**config.mk**
```make
export PLATFORM = sky130hd
export DESIGN_NAME = clint_timer
export DESIGN_NICKNAME = d
export VERILOG_FILES = /design/src/rtl/clint_timer.sv
export SDC_FILE = /design/constraint.sdc
export NUM_CORES = 1
export LEC_CHECK = 0
export CAP_MARGIN = 30
export CORE_MARGIN = 4
export CORE_UTILIZATION = 55
export CTS_CLUSTER_DIAMETER = 100
export DETAILED_ROUTE_END_ITERATION = 10
export PLACE_DENSITY = 0.75
export SKIP_LAST_GASP = 1
export SLEW_MARGIN = 20
export SYNTH_ARGS = -nofsm -noshare
export SYNTH_HDL_FRONTEND = slang
export SYNTH_SLANG_ARGS = --single-unit
```
**constraint.sdc**
```tcl
create_clock -name clk -period 4.8 [get_ports clk]
set_input_delay 0.48 -clock clk [delete_from_list [all_inputs] [get_ports clk]]
set_output_delay 0.48 -clock clk [all_outputs]
set_load 0.01 [all_outputs]
```
**src/rtl/clint_timer.sv**
```systemverilog
// Memory-mapped machine timer: 64-bit mtime with prescaler, 64-bit mtimecmp, level timer IRQ.
// Optional macro TIMER_HI_LATCH_EN: mtime_lo reads snapshot mtime[63:32] for an atomic 64-bit read.
module clint_timer #(
   parameter int unsigned CLK_DIV = 1
) (
   input  logic        clk,
   input  logic        clr,
   input  logic        sel,
   input  logic        we,
   input  logic        re,
   input  logic [4:0]  addr,
   input  logic [31:0] wdata,
   output logic [31:0] rdata,
   output logic        irq_timer
);

   typedef enum logic [2:0] {
      REG_MTIME_LO = 3'd0,
      REG_MTIME_HI = 3'd1,
      REG_CMP_LO   = 3'd2,
      REG_CMP_HI   = 3'd3,
      REG_CTRL     = 3'd4,
      REG_STATUS   = 3'd5
   } reg_e;

   localparam logic [15:0] PRE_LAST = 16'(CLK_DIV - 1);

   logic [63:0] mtime;
   logic [63:0] mtimecmp;
   logic [15:0] pre;
   logic        run;
   logic        irq_en;
   logic        wr;
   logic        rd;
   logic        wr_mtime;
   logic        match;
   reg_e        idx;
   logic [31:0] rmux;
`ifdef TIMER_HI_LATCH_EN
   logic [31:0] hi_shadow;
`endif

   assign idx      = reg_e'(addr[4:2]);
   assign wr       = sel & we;
   assign rd       = sel & re;
   assign wr_mtime = wr && (idx == REG_MTIME_LO || idx == REG_MTIME_HI);
   assign match    = mtime >= mtimecmp;

   // NOTE: every output of a combinational block gets a default first, so no path leaves it unassigned and infers a latch.
   always_comb begin
      rmux = '0;
      case (idx)
         REG_MTIME_LO: rmux = mtime[31:0];
`ifdef TIMER_HI_LATCH_EN
         REG_MTIME_HI: rmux = hi_shadow;
`else
         REG_MTIME_HI: rmux = mtime[63:32];
`endif
         REG_CMP_LO:   rmux = mtimecmp[31:0];
         REG_CMP_HI:   rmux = mtimecmp[63:32];
         REG_CTRL:     rmux = {30'd0, irq_en, run};
         REG_STATUS:   rmux = {31'd0, match};
         default:      rmux = '0;
      endcase
   end

   // NOTE: registers use non-blocking assignments so every flop samples pre-edge values, as the hardware does.
   // A software write to either mtime word suppresses that cycle's increment and restarts the prescaler.
   always_ff @(posedge clk) begin
      if (clr) begin
         mtime <= '0;
         pre   <= '0;
      end else if (wr_mtime) begin
         if (idx == REG_MTIME_LO) mtime[31:0]  <= wdata;
         else                     mtime[63:32] <= wdata;
         pre <= '0;
      end else if (run) begin
         if (pre == PRE_LAST) begin
            pre   <= '0;
            mtime <= mtime + 64'd1;
         end else begin
            pre <= pre + 16'd1;
         end
      end
   end

   always_ff @(posedge clk) begin
      if (clr) begin
         mtimecmp <= '1;
         run      <= 1'b0;
         irq_en   <= 1'b0;
      end else if (wr) begin
         case (idx)
            REG_CMP_LO: mtimecmp[31:0]  <= wdata;
            REG_CMP_HI: mtimecmp[63:32] <= wdata;
            REG_CTRL: begin
               run    <= wdata[0];
               irq_en <= wdata[1];
            end
            default: ;
         endcase
      end
   end

   // Read data and interrupt are registered from pre-write state, so a combined read/write returns old data.
   always_ff @(posedge clk) begin
      if (clr) begin
         rdata     <= '0;
         irq_timer <= 1'b0;
      end else begin
         irq_timer <= irq_en & match;
         if (rd) rdata <= rmux;
      end
   end

`ifdef TIMER_HI_LATCH_EN
   always_ff @(posedge clk) begin
      if (clr)                            hi_shadow <= '0;
      else if (rd && idx == REG_MTIME_LO) hi_shadow <= mtime[63:32];
   end
`endif

endmodule

```
### After elaboration in Yosys (flattened, before gate mapping)

Cells that the tools add are included.

* register bits after elaboration: 179
* bits of input ports: 42
* output and inout port bits: 33

* add/subtract/negate cells: 2
* order comparisons: 1
* eq/ne operators: 7
* muxes and demuxes: 7
* bitwise operators: 3
* reductions and logical operators: 12

Operators with widths (count)
* $mux 64: 3
* $pmux 32 s6: 1
* $add 64x1->64 const B: 1
* $ge 64x64->1: 1
* $mux 32: 2
* $add 16x1->16 const B: 1
* $logic_not 16->1: 1
* $mux 16: 1
* $eq 3x2->1 const B: 2
* $eq 3x3->1 const B: 2
* $reduce_and 2->1: 3
* $reduce_and 3->1: 2
* $reduce_bool 2->1: 2
* $and 1x1->1: 3
* $eq 3x1->1 const B: 1
* $logic_not 3->1: 1
* $ne 2x1->1 const B: 1
* $ne 2x2->1 const B: 1
* $reduce_or 2->1: 1
* $logic_and 1x1->1: 1
* $logic_or 1x1->1: 1

### Longest topological paths before layout

* depth after elaboration: 5
* depth in mapped cells: 10
* depth with buffers taken out: 9

### Worst setup path after synthesis

Ideal clock, no wire load.

* kind: input -> register
* from: input port addr[3]
* to: register mtimecmp[18]
* setup time: 120 ps
* arrival time: 2348 ps
* data required time: 4680 ps
* slack: 2332 ps
* stages: 6
* path buffers: 2
* path through: clkbuf_1 inv_1 nor4_1 clkbuf_1 nor2_1 a211o_1

* word-level cells in the longest chain between the ends: 2

RTL lines
* start: declaration: RTL line 11 `input logic [4:0] addr,`
* $eq 3x2->1: RTL line 93 `case (idx)`
* $reduce_and 2->1 (no line)
* end signal: assignment: RTL line 94 `REG_CMP_LO: mtimecmp[31:0] <= wdata;`
* end: declaration: RTL line 29 `logic [63:0] mtimecmp;`

No other way between the ends.
A chain may end at the register's enable or synchronous reset.

### Worst setup path after layout

* from: register mtime[1]
* to: register mtime[56]

* word-level cells in the longest chain between the ends: 4

RTL lines
* start: declaration: RTL line 28 `logic [63:0] mtime;`
* start signal: assignment: RTL line 74 `if (idx == REG_MTIME_LO) mtime[31:0] <= wdata;`
* start signal: assignment: RTL line 80 `mtime <= mtime + 64'd1;`
* $add 64x1->64: RTL line 80
* $mux 64: RTL line 78 `if (pre == PRE_LAST) begin`
* $mux 64: RTL line 77 `end else if (run) begin`
* $mux 64: RTL line 73 `end else if (wr_mtime) begin`

No other way between the ends. The select of a mux whose other input is x is not followed.

==> impl_metrics.py <==
metrics = {
    "outcome": {
        "status": "finished clean",
    },
    "worst_setup_path": {
        "timing.rr.end": "mtime[56]",
        "crit_arrival_ns": 3.52,
        "cp-start-kind": "flop",
        "end_kind": "flop",
        "r2r-start": "mtime[1]",
        "path_class": "reg2reg",
        "ff2ff_path_depth": 8,
        "cp.required_ns": 5.11,
        "crit_fanout": 12,
        "regToRegSetupSlack_ns": 1.59,
    },
    "clocking": {
        "cts-hold-fix-buffers": 0,
        "cts_setup_buffers": 0,
        "cts-htree-levels": 4,
        "numCtsBuffers": 17,
        "clk_path_buf_depth": 2,
        "path_clk_slew_ns": 0.07,
        "cts.sinks": 179,
        "cts_root_buf": "clkbuf_16",
        "clock_latency_ns": 0.44,
        "cts_resized": 0,
        "cts_tree": "built",
    },
    "synth": {
        "yosysWarnings": 0,
        "async_flop_share": 0,
        "synth.distinct_cells": 62,
        "yosysSeqAreaShare": 0.346,
        "syn_nets": 1447,
        "syn_avg_cell_area_um2": 7.74,
        "syn_inst": 1338,
        "ys_ff_latch": 179,
        "synth_ff_type": "dfxtp_1",
        "syn-cell-area_mm2": 0.0104,
        "synth_edf_count": 0,
    },
    "timing": {
        "setup_viol": 0,
        "maxSlewHeadroom": 0.421,
        "tightest_slew_ns": 0.860,
        "tns_ns": 0,
        "finClkSkew_ns": 0.00879,
        "drv_slew": 0,
        "min_period_ns": 3.21,
        "layout_setup_ws_ns": 1.59,
        "max_freq_mhz": 311,
        "rsz0062_at_grt": "no",
        "final_hold_viol_count": 0,
        "post-route-period-util": 0.669,
    },
    "floorplan": {
        "start_util": 0.567,
        "row_count": 49,
        "die_h_um": 145,
        "core_area_mm2": 0.0183,
        "dieArea_mm2": 0.0211,
        "pin_count": 75,
        "die_w_um": 145,
    },
    "global_routing": {
        "antenna_found_initial": 0,
        "grt_util_all_layers": 0.300,
        "grt_max_degree": 103,
        "grt_pass1_vias": 9632,
        "grt_remaining_overflow": 0,
        "grt_pass1_wl_um": 51700,
    },
    "routing": {
        "wl_um": 32700,
        "dr_total_vias": 10400,
        "wire_per_inst_um": 20.3,
        "drc_errors": 0,
        "post_drt_via_cell_ratio": 6.47,
        "ant_nets": 0,
        "drt-initial-drc-count": 1308,
        "dr.pass1.iters": 7,
    },
    "cells_and_area": {
        "diodes": 0,
        "seq_area_mm2": 0.00358,
        "multi_input_area_mm2": 0.00622,
        "utilization": 0.656,
        "fillers": 1587,
        "fin_nets": 1474,
        "area_growth_pct": 15.7,
        "final_common_cell": "nor2_1",
        "mostFrequentLayoutCells": "nor2_1, dfxtp_1, a21oi_1, nand2_1",
        "drive_gt1_frac": 0.0581,
    },
    "pwr": {
        "power.density_mw_per_mm2": 279,
        "vdd.ir_drop.worst_v": 0.000252,
        "power.leakage_nw": 4.80,
    },
    "hold_path": {
        "min_path_cells": 2,
        "min_from": "rdata[12]",
        "hold_path.class": "reg2reg",
        "hold_end": "rdata[12]",
    },
    "place": {
        "place_ws_ns": 1.26,
        "portBuffers": 72,
        "place.gp.congestion": 0.923,
        "place_hpwl_um": 22300,
    },
    "flow_run": {
        "maxCapViolations": 0,
    },
}
-- synthesized netlist by cell type, types with 22 or more instances --
cell type  number  area share
nor2_1        182       0.066
dfxtp_1       179        0.35
a21oi_1       137       0.066
nand2_1       106       0.038
clkbuf_1       87       0.032
a22oi_1        74       0.054
inv_1          74       0.027
ha_1           67       0.081
a211o_1        64       0.054
o21ai_0        64       0.031
nand3_1        35       0.017
nand4_1        31       0.019
and3_1         23       0.014
nor3_1         22       0.011
-- power by group --
| part | switching, mW | internal, mW |
|---|---|---|
| clock network | 0.617 | 0.931 |
| registers | 0.0162 | 1.51 |
| logic | 0.171 | 0.105 |
| total | 0.805 | 2.54 |
-- logic make-up (layout without fill, tap and decap cells) --
logic type / count (synthesis) / in the layout / share of synthesized area
XOR/XNOR: 11 / 11 / 0.00930
multiplexers: 10 / 10 / 0.00966
buffers and inverters: 163 / 203 / 0.0592
adder cells (fa/ha/maj): 67 / 67 / 0.0809
AO/OA/AOI/OAI: 444 / 444 / 0.283
flip-flops: 179 / 179 / 0.346
AND/OR/NAND/NOR: 464 / 464 / 0.212
-- cell type report --
| cell class | count | share of cell area |
|---|---|---|
| inverter | 74 | 0.0232 |
| clock inverter | 11 | 0.0144 |
| timing repair buffer | 97 | 0.0804 |
| tap | 229 | 0.0239 |
| sequential | 179 | 0.299 |
| multi-input combinational | 996 | 0.519 |
| clock buffer | 21 | 0.0401 |
-- worst max path at each step --
stage | startpoint | end | slack (ns) | cells after the start
after global placement | addr[3] | mtime[57] | 1.31 | 7
after detailed placement | addr[3] | mtime[35] | 1.26 | 8
after global routing | mtime[1] | mtime[56] | 1.35 | 8
after CTS | mtime[1] | mtime[56] | 1.65 | 8
final | mtime[1] | mtime[56] | 1.59 | 8
after floorplan | addr[3] | mtimecmp[18] | 2.33 | 6
-- routing by layer --
| layer | GRT usage | vias to the layer above | wire length [um] |
|---|---|---|---|
| li1 | - | 4953 | - |
| met1 | 0.401 | 4900 | 13700 |
| met2 | 0.493 | 478 | 15400 |
| met3 | 0.0490 | 66 | 2690 |
| met4 | 0.107 | 0 | 896 |
| met5 | 0 | - | 0 |
-- flip-flops by register name (all words and copies together) (netlist names) --
signal	cells
irq_en	1
irq_timer	1
mtime	64
mtimecmp	64
pre	16
rdata	32
run	1
-- per-stage QoR --
| stage | area, um2 | total power, mW | cells | hold slack (ns) |
|---|---|---|---|---|
| after floorplan | 10400 | 1.70 | 1338 | 0.471 |
| after global placement | 11300 | 1.82 | 1573 | 0.467 |
| after detailed placement | 11300 | 1.82 | 1574 | 0.476 |
| after CTS | 12000 | 3.35 | 1606 | 0.493 |
| after global routing | 12000 | 3.44 | 1607 | 0.510 |
| final | 12000 | 3.35 | 1607 | 0.489 |
-- worst max-delay path, cell delays in order (launching register included) --
cell,delay [ns]
dfxtp_1,0.50
ha_1,0.26
nand3_1,0.22
nor3_1,0.47
and4b_1,0.58
nand4_1,0.45
or3_1,0.44
o21ai_0,0.07
a211oi_1,0.09
Power figures use the tool's default switching activity.
